--- config.mk ---
export PLATFORM = sky130hd
export DESIGN_NAME = tmr_recovery_ctrl
export DESIGN_NICKNAME = d
export VERILOG_FILES = /design/src/rtl/tmr_pkg.sv /design/src/rtl/tmr_fault_decode.sv /design/src/rtl/tmr_recovery_ctrl.sv
export SDC_FILE = /design/constraint.sdc
export NUM_CORES = 1
export LEC_CHECK = 0
export CAP_MARGIN = 20
export CELL_PAD_IN_SITES_DETAIL_PLACEMENT = 0
export CELL_PAD_IN_SITES_GLOBAL_PLACEMENT = 1
export CORE_MARGIN = 1.5
export CORE_UTILIZATION = 32
export DETAILED_ROUTE_END_ITERATION = 16
export HOLD_SLACK_MARGIN = 0.03
export PLACE_DENSITY = 0.82
export SETUP_SLACK_MARGIN = 0.4
export SLEW_MARGIN = 20
export SYNTH_ARGS = -nofsm -noshare
export SYNTH_HDL_FRONTEND = slang
export SYNTH_HIERARCHICAL = 1
export SYNTH_SLANG_ARGS = --single-unit
--- constraint.sdc ---
create_clock -name clk -period 2.6 [get_ports clk]
set_input_delay 0.52 -clock clk [delete_from_list [all_inputs] [get_ports clk]]
set_output_delay 0.52 -clock clk [all_outputs]
set_load 0.05 [all_outputs]
--- src/rtl/tmr_pkg.sv ---
`default_nettype none
// ============================================================================
// tmr_pkg : shared states, voter codes and defaults for TMR recovery control
// Revision: 1.0
// ============================================================================
package tmr_pkg;

    typedef enum logic [2:0] {
        ST_IDLE     = 3'd0,
        ST_STALL    = 3'd1,
        ST_COPY     = 3'd2,
        ST_PCLOAD   = 3'd3,
        ST_RESUME   = 3'd4,
        ST_ROLLBACK = 3'd5,
        ST_FATAL    = 3'd6
    } tmr_state_t;

    // Voter_state bit order is {AB,BC,AC}
    localparam logic [2:0] VS_HEALTHY = 3'b111;
    localparam logic [2:0] VS_A_FAULT = 3'b010;
    localparam logic [2:0] VS_B_FAULT = 3'b001;
    localparam logic [2:0] VS_C_FAULT = 3'b100;

    localparam int SETTLE_CYCLES_DEF = 2;
    localparam int MAX_RETRY_DEF     = 3;

    function automatic logic [7:0] sat_inc8(input logic [7:0] v);
        return (v == 8'hFF) ? v : v + 8'd1;
    endfunction

endpackage
`default_nettype wire

--- src/rtl/tmr_fault_decode.sv ---
`default_nettype none
// ============================================================================
// tmr_fault_decode : voter agreement flags -> faulty core, donor, no-majority
// Revision: 1.0
// ============================================================================
module tmr_fault_decode
    import tmr_pkg::*;
(
    input  logic [2:0] voter_state,
    output logic [2:0] faulty,
    output logic [2:0] donor,
    output logic       healthy,
    output logic       no_majority
);

    // One-hot vectors are {C,B,A}; donor is the lowest-lettered healthy core
    always_comb begin
        faulty      = 3'b000;
        donor       = 3'b000;
        healthy     = 1'b0;
        no_majority = 1'b0;
        case (voter_state)
            VS_HEALTHY: healthy = 1'b1;
            VS_A_FAULT: begin
                faulty = 3'b001;
                donor  = 3'b010;
            end
            VS_B_FAULT: begin
                faulty = 3'b010;
                donor  = 3'b001;
            end
            VS_C_FAULT: begin
                faulty = 3'b100;
                donor  = 3'b001;
            end
            default:    no_majority = 1'b1;
        endcase
    end

endmodule
`default_nettype wire

--- src/rtl/tmr_recovery_ctrl.sv ---
`default_nettype none
// ============================================================================
// tmr_recovery_ctrl : stall, register copy, PC reload and rollback for TMR cores
// Revision: 1.0
// ============================================================================
module tmr_recovery_ctrl
    import tmr_pkg::*;
#(
    parameter int SETTLE_CYCLES = SETTLE_CYCLES_DEF,
    parameter int MAX_RETRY     = MAX_RETRY_DEF
) (
    input  logic        clk,
    input  logic        rst_in,
    input  logic [2:0]  Voter_state,
    input  logic [31:0] PC_Top,
    input  logic [31:0] PC_Top_rollback,
    input  logic [31:0] Sync_rdata_A,
    input  logic [31:0] Sync_rdata_B,
    input  logic [31:0] Sync_rdata_C,
    input  logic        Clear_fatal,
    output logic        Stall,
    output logic [4:0]  Sync_addr,
    output logic [31:0] Sync_wdata,
    output logic [2:0]  Sync_we,
    output logic [2:0]  PC_load,
    output logic [31:0] PC_load_value,
    output logic        Rollback,
    output logic        Fatal,
    output logic        Busy,
    output logic [2:0]  Fault_core,
    output logic [7:0]  Fault_count_A,
    output logic [7:0]  Fault_count_B,
    output logic [7:0]  Fault_count_C
);

    localparam logic [7:0] SETTLE_LAST = 8'(SETTLE_CYCLES);
    localparam logic [7:0] RETRY_LIMIT = 8'(MAX_RETRY);

    tmr_state_t  state;
    logic [7:0]  settle_cnt;
    logic [7:0]  retry_cnt;
    logic [31:0] pc_snapshot;
    logic [2:0]  donor;
    logic [31:0] donor_data;

    logic [2:0]  dec_faulty;
    logic [2:0]  dec_donor;
    logic        dec_healthy;
    logic        dec_no_majority;

    tmr_fault_decode u_decode (
        .voter_state (Voter_state),
        .faulty      (dec_faulty),
        .donor       (dec_donor),
        .healthy     (dec_healthy),
        .no_majority (dec_no_majority)
    );

    // Register files are read asynchronously, so copy data follows Sync_addr
    always_comb begin
        donor_data = 32'd0;
        case (donor)
            3'b001:  donor_data = Sync_rdata_A;
            3'b010:  donor_data = Sync_rdata_B;
            3'b100:  donor_data = Sync_rdata_C;
            default: donor_data = 32'd0;
        endcase
    end

    assign Sync_wdata = (state == ST_COPY) ? donor_data : 32'd0;
    assign Busy       = (state != ST_IDLE);

    always_ff @(posedge clk or negedge rst_in) begin
        if (!rst_in) begin
            state         <= ST_IDLE;
            settle_cnt    <= 8'd0;
            retry_cnt     <= 8'd0;
            pc_snapshot   <= 32'd0;
            donor         <= 3'b000;
            Stall         <= 1'b0;
            Sync_addr     <= 5'd0;
            Sync_we       <= 3'b000;
            PC_load       <= 3'b000;
            PC_load_value <= 32'd0;
            Rollback      <= 1'b0;
            Fatal         <= 1'b0;
            Fault_core    <= 3'b000;
            Fault_count_A <= 8'd0;
            Fault_count_B <= 8'd0;
            Fault_count_C <= 8'd0;
        end else begin
            case (state)
                ST_IDLE: begin
                    if (dec_healthy) begin
                        retry_cnt <= 8'd0;
                    end else if (dec_no_majority) begin
                        Stall <= 1'b1;
                        if (retry_cnt == RETRY_LIMIT) begin
                            state <= ST_FATAL;
                            Fatal <= 1'b1;
                        end else begin
                            state         <= ST_ROLLBACK;
                            Rollback      <= 1'b1;
                            PC_load       <= 3'b111;
                            PC_load_value <= PC_Top_rollback;
                            retry_cnt     <= retry_cnt + 8'd1;
                        end
                    end else begin
                        state       <= ST_STALL;
                        Stall       <= 1'b1;
                        Fault_core  <= dec_faulty;
                        donor       <= dec_donor;
                        pc_snapshot <= PC_Top;
                        settle_cnt  <= 8'd0;
                    end
                end
                // One freeze cycle followed by SETTLE_CYCLES settle cycles
                ST_STALL: begin
                    if (settle_cnt == SETTLE_LAST) begin
                        state     <= ST_COPY;
                        Sync_addr <= 5'd1;
                        Sync_we   <= Fault_core;
                    end else begin
                        settle_cnt <= settle_cnt + 8'd1;
                    end
                end
                ST_COPY: begin
                    if (Sync_addr == 5'd31) begin
                        state         <= ST_PCLOAD;
                        Sync_addr     <= 5'd0;
                        Sync_we       <= 3'b000;
                        PC_load       <= Fault_core;
                        PC_load_value <= pc_snapshot;
                    end else begin
                        Sync_addr <= Sync_addr + 5'd1;
                    end
                end
                ST_PCLOAD: begin
                    state         <= ST_RESUME;
                    PC_load       <= 3'b000;
                    PC_load_value <= 32'd0;
                    if (Fault_core[0]) Fault_count_A <= sat_inc8(Fault_count_A);
                    if (Fault_core[1]) Fault_count_B <= sat_inc8(Fault_count_B);
                    if (Fault_core[2]) Fault_count_C <= sat_inc8(Fault_count_C);
                end
                ST_RESUME: begin
                    state      <= ST_IDLE;
                    Stall      <= 1'b0;
                    Fault_core <= 3'b000;
                end
                ST_ROLLBACK: begin
                    state         <= ST_IDLE;
                    Stall         <= 1'b0;
                    Rollback      <= 1'b0;
                    PC_load       <= 3'b000;
                    PC_load_value <= 32'd0;
                end
                ST_FATAL: begin
                    if (Clear_fatal) begin
                        state     <= ST_IDLE;
                        Stall     <= 1'b0;
                        Fatal     <= 1'b0;
                        retry_cnt <= 8'd0;
                    end
                end
                default: state <= ST_IDLE;
            endcase
        end
    end

endmodule
`default_nettype wire
# Word level (Yosys, flattened, before mapping)
# Index checks and enable logic that the tools add are counted.
[word_totals]
ff_bits = 127
ram_bits = 0
elab_cells = 134
mem_count = 0
rom_bits = 0
output_inout_bits = 106
latchBits = 0
[classes]
bitwise_logic = 4
shifts = 0
n_mux = 51
n_eq_ne = 30
n_lt_le_gt_ge = 0
n_div = 0
n_addsub = 6
mul = 0
n_reduce_logical = 27
[ops]
columns = ["cell", "count"]
rows = [
  ["$pmux 32 s3", 2],
  ["$mux 32", 5],
  ["$mux 8", 7],
  ["$add 8x1->8 const B", 5],
  ["$mux 3", 13],
  ["$pmux 8 s2", 2],
  ["$eq 8x8->1 const B", 3],
  ["$reduce_and 3->1", 7],
  ["$eq 3x3->1 const B", 6],
  ["$pmux 3 s3", 2],
  ["$eq 8x2->1 const B", 2],
  ["$ne 2x2->1 const B", 8],
  ["$reduce_and 4->1", 4],
  ["$pmux 3 s5", 1],
  ["$eq 3x2->1 const B", 4],
  ["$pmux 3 s2", 2],
  ["$mux 5", 2],
  ["$pmux 5 s2", 1],
  ["$reduce_and 5->1", 2],
  ["$reduce_bool 2->1", 5],
  ["$eq 3x1->1 const B", 3],
  ["$mux 1", 9],
  ["$reduce_bool 3->1", 3],
  ["$ne 3x3->1 const B", 2],
  ["other kinds (12)", 18],
]

# Depth between registers and ports, before layout
[logic_depth]
ltp_word = 5
depth_mapped = 8

# By module
# Netlist, hierarchy kept.
[by_module_without_submodules]
columns = ["module", "instances", "area_per_inst_um2", "cells_per_inst"]
rows = [
  ["tmr_recovery_ctrl", 1, 6697.7, 666],
  ["tmr_fault_decode", 1, 70.1, 10],
]

# Least setup slack after synthesis
# OpenSTA, ideal clock, no wires.
[synth_path]
kind = "reg2out"
start = "register state[1]"
end = "output port Sync_wdata[10]"
n_path_buf = 3
path_slack_ns = -0.096
path_stages_with_launch = 8
required_ns = 2.080
arrival_ns = 2.176
cell_sequence = "dfrtp_1 buf_4 nor2b_1 nor2b_1 buf_2 o311ai_1 buf_2 nor2_1"
[synth_between]
elab_chain_cells = 2
[synth_lines]
columns = ["element", "line", "source"]
rows = [
  ["from (decl)", "tmr_recovery_ctrl.sv:39", "tmr_state_t state;"],
  ["from (signal assigned)", "tmr_recovery_ctrl.sv:75", "state <= ST_IDLE;"],
  ["from (signal assigned)", "tmr_recovery_ctrl.sv:99", "state <= ST_FATAL;"],
  ["from (signal assigned)", "tmr_recovery_ctrl.sv:102", "state <= ST_ROLLBACK;"],
  ["$eq 3x2->1", "tmr_recovery_ctrl.sv:70", "assign Sync_wdata = (state == ST_COPY) ? donor_data : 32'd0;"],
  ["$mux 32", "tmr_recovery_ctrl.sv:70", ""],
  ["to (decl)", "tmr_recovery_ctrl.sv:23", "output logic [31:0] Sync_wdata,"],
]
# Every way passes these cells.

# Worst setup path after layout
[layout_path]
start = "register donor[2]"
end = "output port Sync_wdata[20]"
[layout_between]
elab_chain_cells = 3
[layout_lines]
columns = ["element", "line", "source"]
rows = [
  ["from (decl)", "tmr_recovery_ctrl.sv:43", "logic [2:0] donor;"],
  ["from (signal assigned)", "tmr_recovery_ctrl.sv:112", "donor <= dec_donor;"],
  ["$eq 3x3->1 (tied with other cells)", "tmr_recovery_ctrl.sv:62", "case (donor)"],
  ["$pmux 32 s3 (*)", "tmr_recovery_ctrl.sv:62", ""],
  ["$mux 32 (*)", "tmr_recovery_ctrl.sv:70", ""],
]
# Mark *: on every way between the ends. The rest lies on a longest branch, timed or not.

==> flow_summary.json <==
{
  "antenna_found_initial": 0,
  "start_util": 0.324,
  "setup-violations-final": 0,
  "synthDistinctLibCells": 56,
  "synthArstFlopShare": 1.00,
  "r2r_slack_ns": 0.40,
  "overflow": 0,
  "start_kind": "flop",
  "hp-class": "primary input to async pin",
  "place_ws_ns": -0.213,
  "viasPerCell": 5.09,
  "final-hold-violation-count": 0,
  "first_pass_iters": 4,
  "yosysSeqAreaShare": 0.470,
  "arrival_ns": 2.01,
  "layout_setup_ws_ns": 0.0712,
  "hold_buffers": 0,
  "die_area_sq_um": 22000,
  "status": "complete, no violations",
  "synth-edff-count": 0,
  "clk_path_buf_depth": 2,
  "root_buffer": "clkbuf_16",
  "nets": 1158,
  "cts_buffers": 17,
  "yosys_register_bits": 127,
  "power_density_nw_per_um2": 1230,
  "grt_usage": 0.211,
  "maxSlewHeadroom": 0.535,
  "avgSynthCellArea_sq_um": 10.0,
  "synth_flop_cell": "dfrtp_1",
  "wl_um": 24400,
  "io_pins": 272,
  "min_period_ns": 2.53,
  "power.leakage_uw": 0.00540,
  "place_inst": 1213,
  "grt_max_degree": 128,
  "ir_worst_vdd_mv": 0.471,
  "diodes": 0,
  "cts_num_sinks": 127,
  "wl_per_cell_um": 19.2,
  "cp_max_fo": 8,
  "ys_warn_count": 6,
  "place_congestion": 0.813,
  "max-cap-violations": 0,
  "worst_clock_skew_ns": 0.0125,
  "die_x_um": 148,
  "holdWs_ns": 0.171,
  "drc_errors": 0,
  "port_buffers": 271,
  "area_growth_pct": 76.4,
  "cts-htree-levels": 4,
  "drt_iter0_drc": 276,
  "cp.required_ns": 2.08,
  "fillers": 1807,
  "tightest_slew_ns": 0.698,
  "reg2reg_depth": 8,
  "yosys.area.top_type": "dfrtp_1",
  "cts_tree": "built",
  "syn-instance-count": 676,
  "final_cells": 1272,
  "first_global_vias": 6396,
  "worstSetupPathType": "flop to output pin",
  "ant_nets": 0,
  "grt_setup_unrepaired": "yes",
  "cp-end-kind": "output pin",
  "fmax_mhz": 395,
  "synth_nets": 850,
  "yosysMostFrequentCell": "nand2_1",
  "clk_pin_slew_ns": 0.06,
  "insertion_delay_ns": 0.42,
  "synth_top_cell_area_share": 0.470,
  "fin_crit_sh": 0.973,
  "drive_above_1_share": 0.251,
  "synthesis.area_sq_um": 6770,
  "slew_violations": 0,
  "num_rows": 53,
  "synth_area_leaders": "dfrtp_1 (47%), nand2_1 (7.3%), mux2_4 (6.0%)",
  "grt_pass1_wl_um": 35600,
  "routed-via-count": 6472,
  "die_h_um": 148,
  "core-area_sq_um": 20900,
  "power_uw": 14700,
  "synthTopCellsByCount": "nand2_1 (131), dfrtp_1 (127), nor2_1 (54), a22o_1 (35), a22oi_1 (35)",
  "dp_hpwl_um": 16400
}
stage by stage:
stage                     utilization  instance area [sq um]  TNS (ns)
final                           0.572                  11900         0
after global routing            0.572                  11900   -0.0108
after CTS                       0.557                  11600         0
after detailed placement        0.507                  10600     -3.90
after global placement          0.507                  10600     -1.08
after floorplan                     -                   7070         0
layout by cell type, fill, tap and decap left out, drive strengths merged, types with 3 or more instances in the layout:
cell           netlist  final
a2bb2oi             32     32
bufbuf               0      3
buf                 19     89
nand4                8      8
dfrtp              127    127
o21ai               18     18
xor2                20     20
a21oi               15     15
o21ba                3      3
nor3                14     14
and3                 4      4
xnor2                8      8
nand2              131    131
a31oi                9      9
mux2i                7      7
a211oi               3      3
ha                   8      8
clkinvlp             0      5
a22o                35     35
nor2b                5      5
dlygate4sd2          0     14
mux2                35     35
clkdlybuf4s50        0    210
a22oi               35     35
nand3               12     12
nor2                54     55
or3                  7      7
inv                 10     11
clkbuf              25     20
dlymetal6s2s         0     13
nor3b                6      6
bufinv               0      6
area by class of cell:
type | count | area, sq um | area share
multi-input cells | 496 | 3870 | 0.324
repair buffers | 332 | 3840 | 0.321
flip-flops and latches | 127 | 3180 | 0.267
clock buffers | 18 | 429 | 0.0359
well taps | 275 | 344 | 0.0288
clock inverters | 14 | 240 | 0.0201
inverters | 10 | 37.5 | 0.00314
worst paths after layout:
check                               start           endpoint
max in group asynchronous          rst_in           donor[0]
hold reg to reg            pc_snapshot[2]     pc_snapshot[2]
hold / removal                     rst_in   Fault_count_A[6]
min in group clk           pc_snapshot[2]     pc_snapshot[2]
setup / recovery                 donor[2]     Sync_wdata[20]
setup reg to reg             Sync_addr[1]  PC_load_value[13]
worst max-delay path, cell delays in order, from the launching register on:
cell      delay, ns
dfrtp_2        0.43
nor2b_4        0.16
buf_12         0.14
o311ai_4       0.29
buf_6          0.18
buf_12         0.17
nor2_4         0.06
buf_12         0.15
registers in the layout, summed over array words and instances (netlist names):
signal and flops:
settle_cnt 8, Sync_we 3, Sync_addr 5, PC_load 3, PC_load_value 32, Fault_count_C 8
Fault_core 3, Rollback 1, Stall 1, donor 3, Fatal 1, pc_snapshot 32
Fault_count_A 8, Fault_count_B 8, retry_cnt 8, state 3
logic make-up after synthesis:
family | share of synthesized area
AND/OR/NAND/NOR | 0.170
adder cells (fa/ha/maj) | 0.0148
buffers and inverters | 0.0373
other | 0.000554
multiplexers | 0.0836
flip-flops | 0.470
XOR/XNOR | 0.0362
AO/OA/AOI/OAI | 0.188
routing by layer:
metal	part of all wire	global-route usage	routed length, um
met1	0.40	0.249	9790
met2	0.51	0.370	12500
met3	0.062	0.0509	1500
met4	0.027	0.0842	666
met5	0	0	0
power breakdown:
group / switching [uW] / internal [uW] / leakage (uW) / total (uW)
combinational: 4660 / 4080 / 0.00347 / 8750
clock: 907 / 1800 / 0.000309 / 2710
sequential: 557 / 2700 / 0.00163 / 3260
total: 6130 / 8590 / 0.00540 / 14700
what timing repair did:
item | in CTS | in global routing
gates cloned | 6 | 4
resized for setup | 44 | 38
setup endpoints to repair | 88 | 83
setup buffers | 9 | 8
pin swaps | 6 | 10
Power figures use the tool's default switching activity.
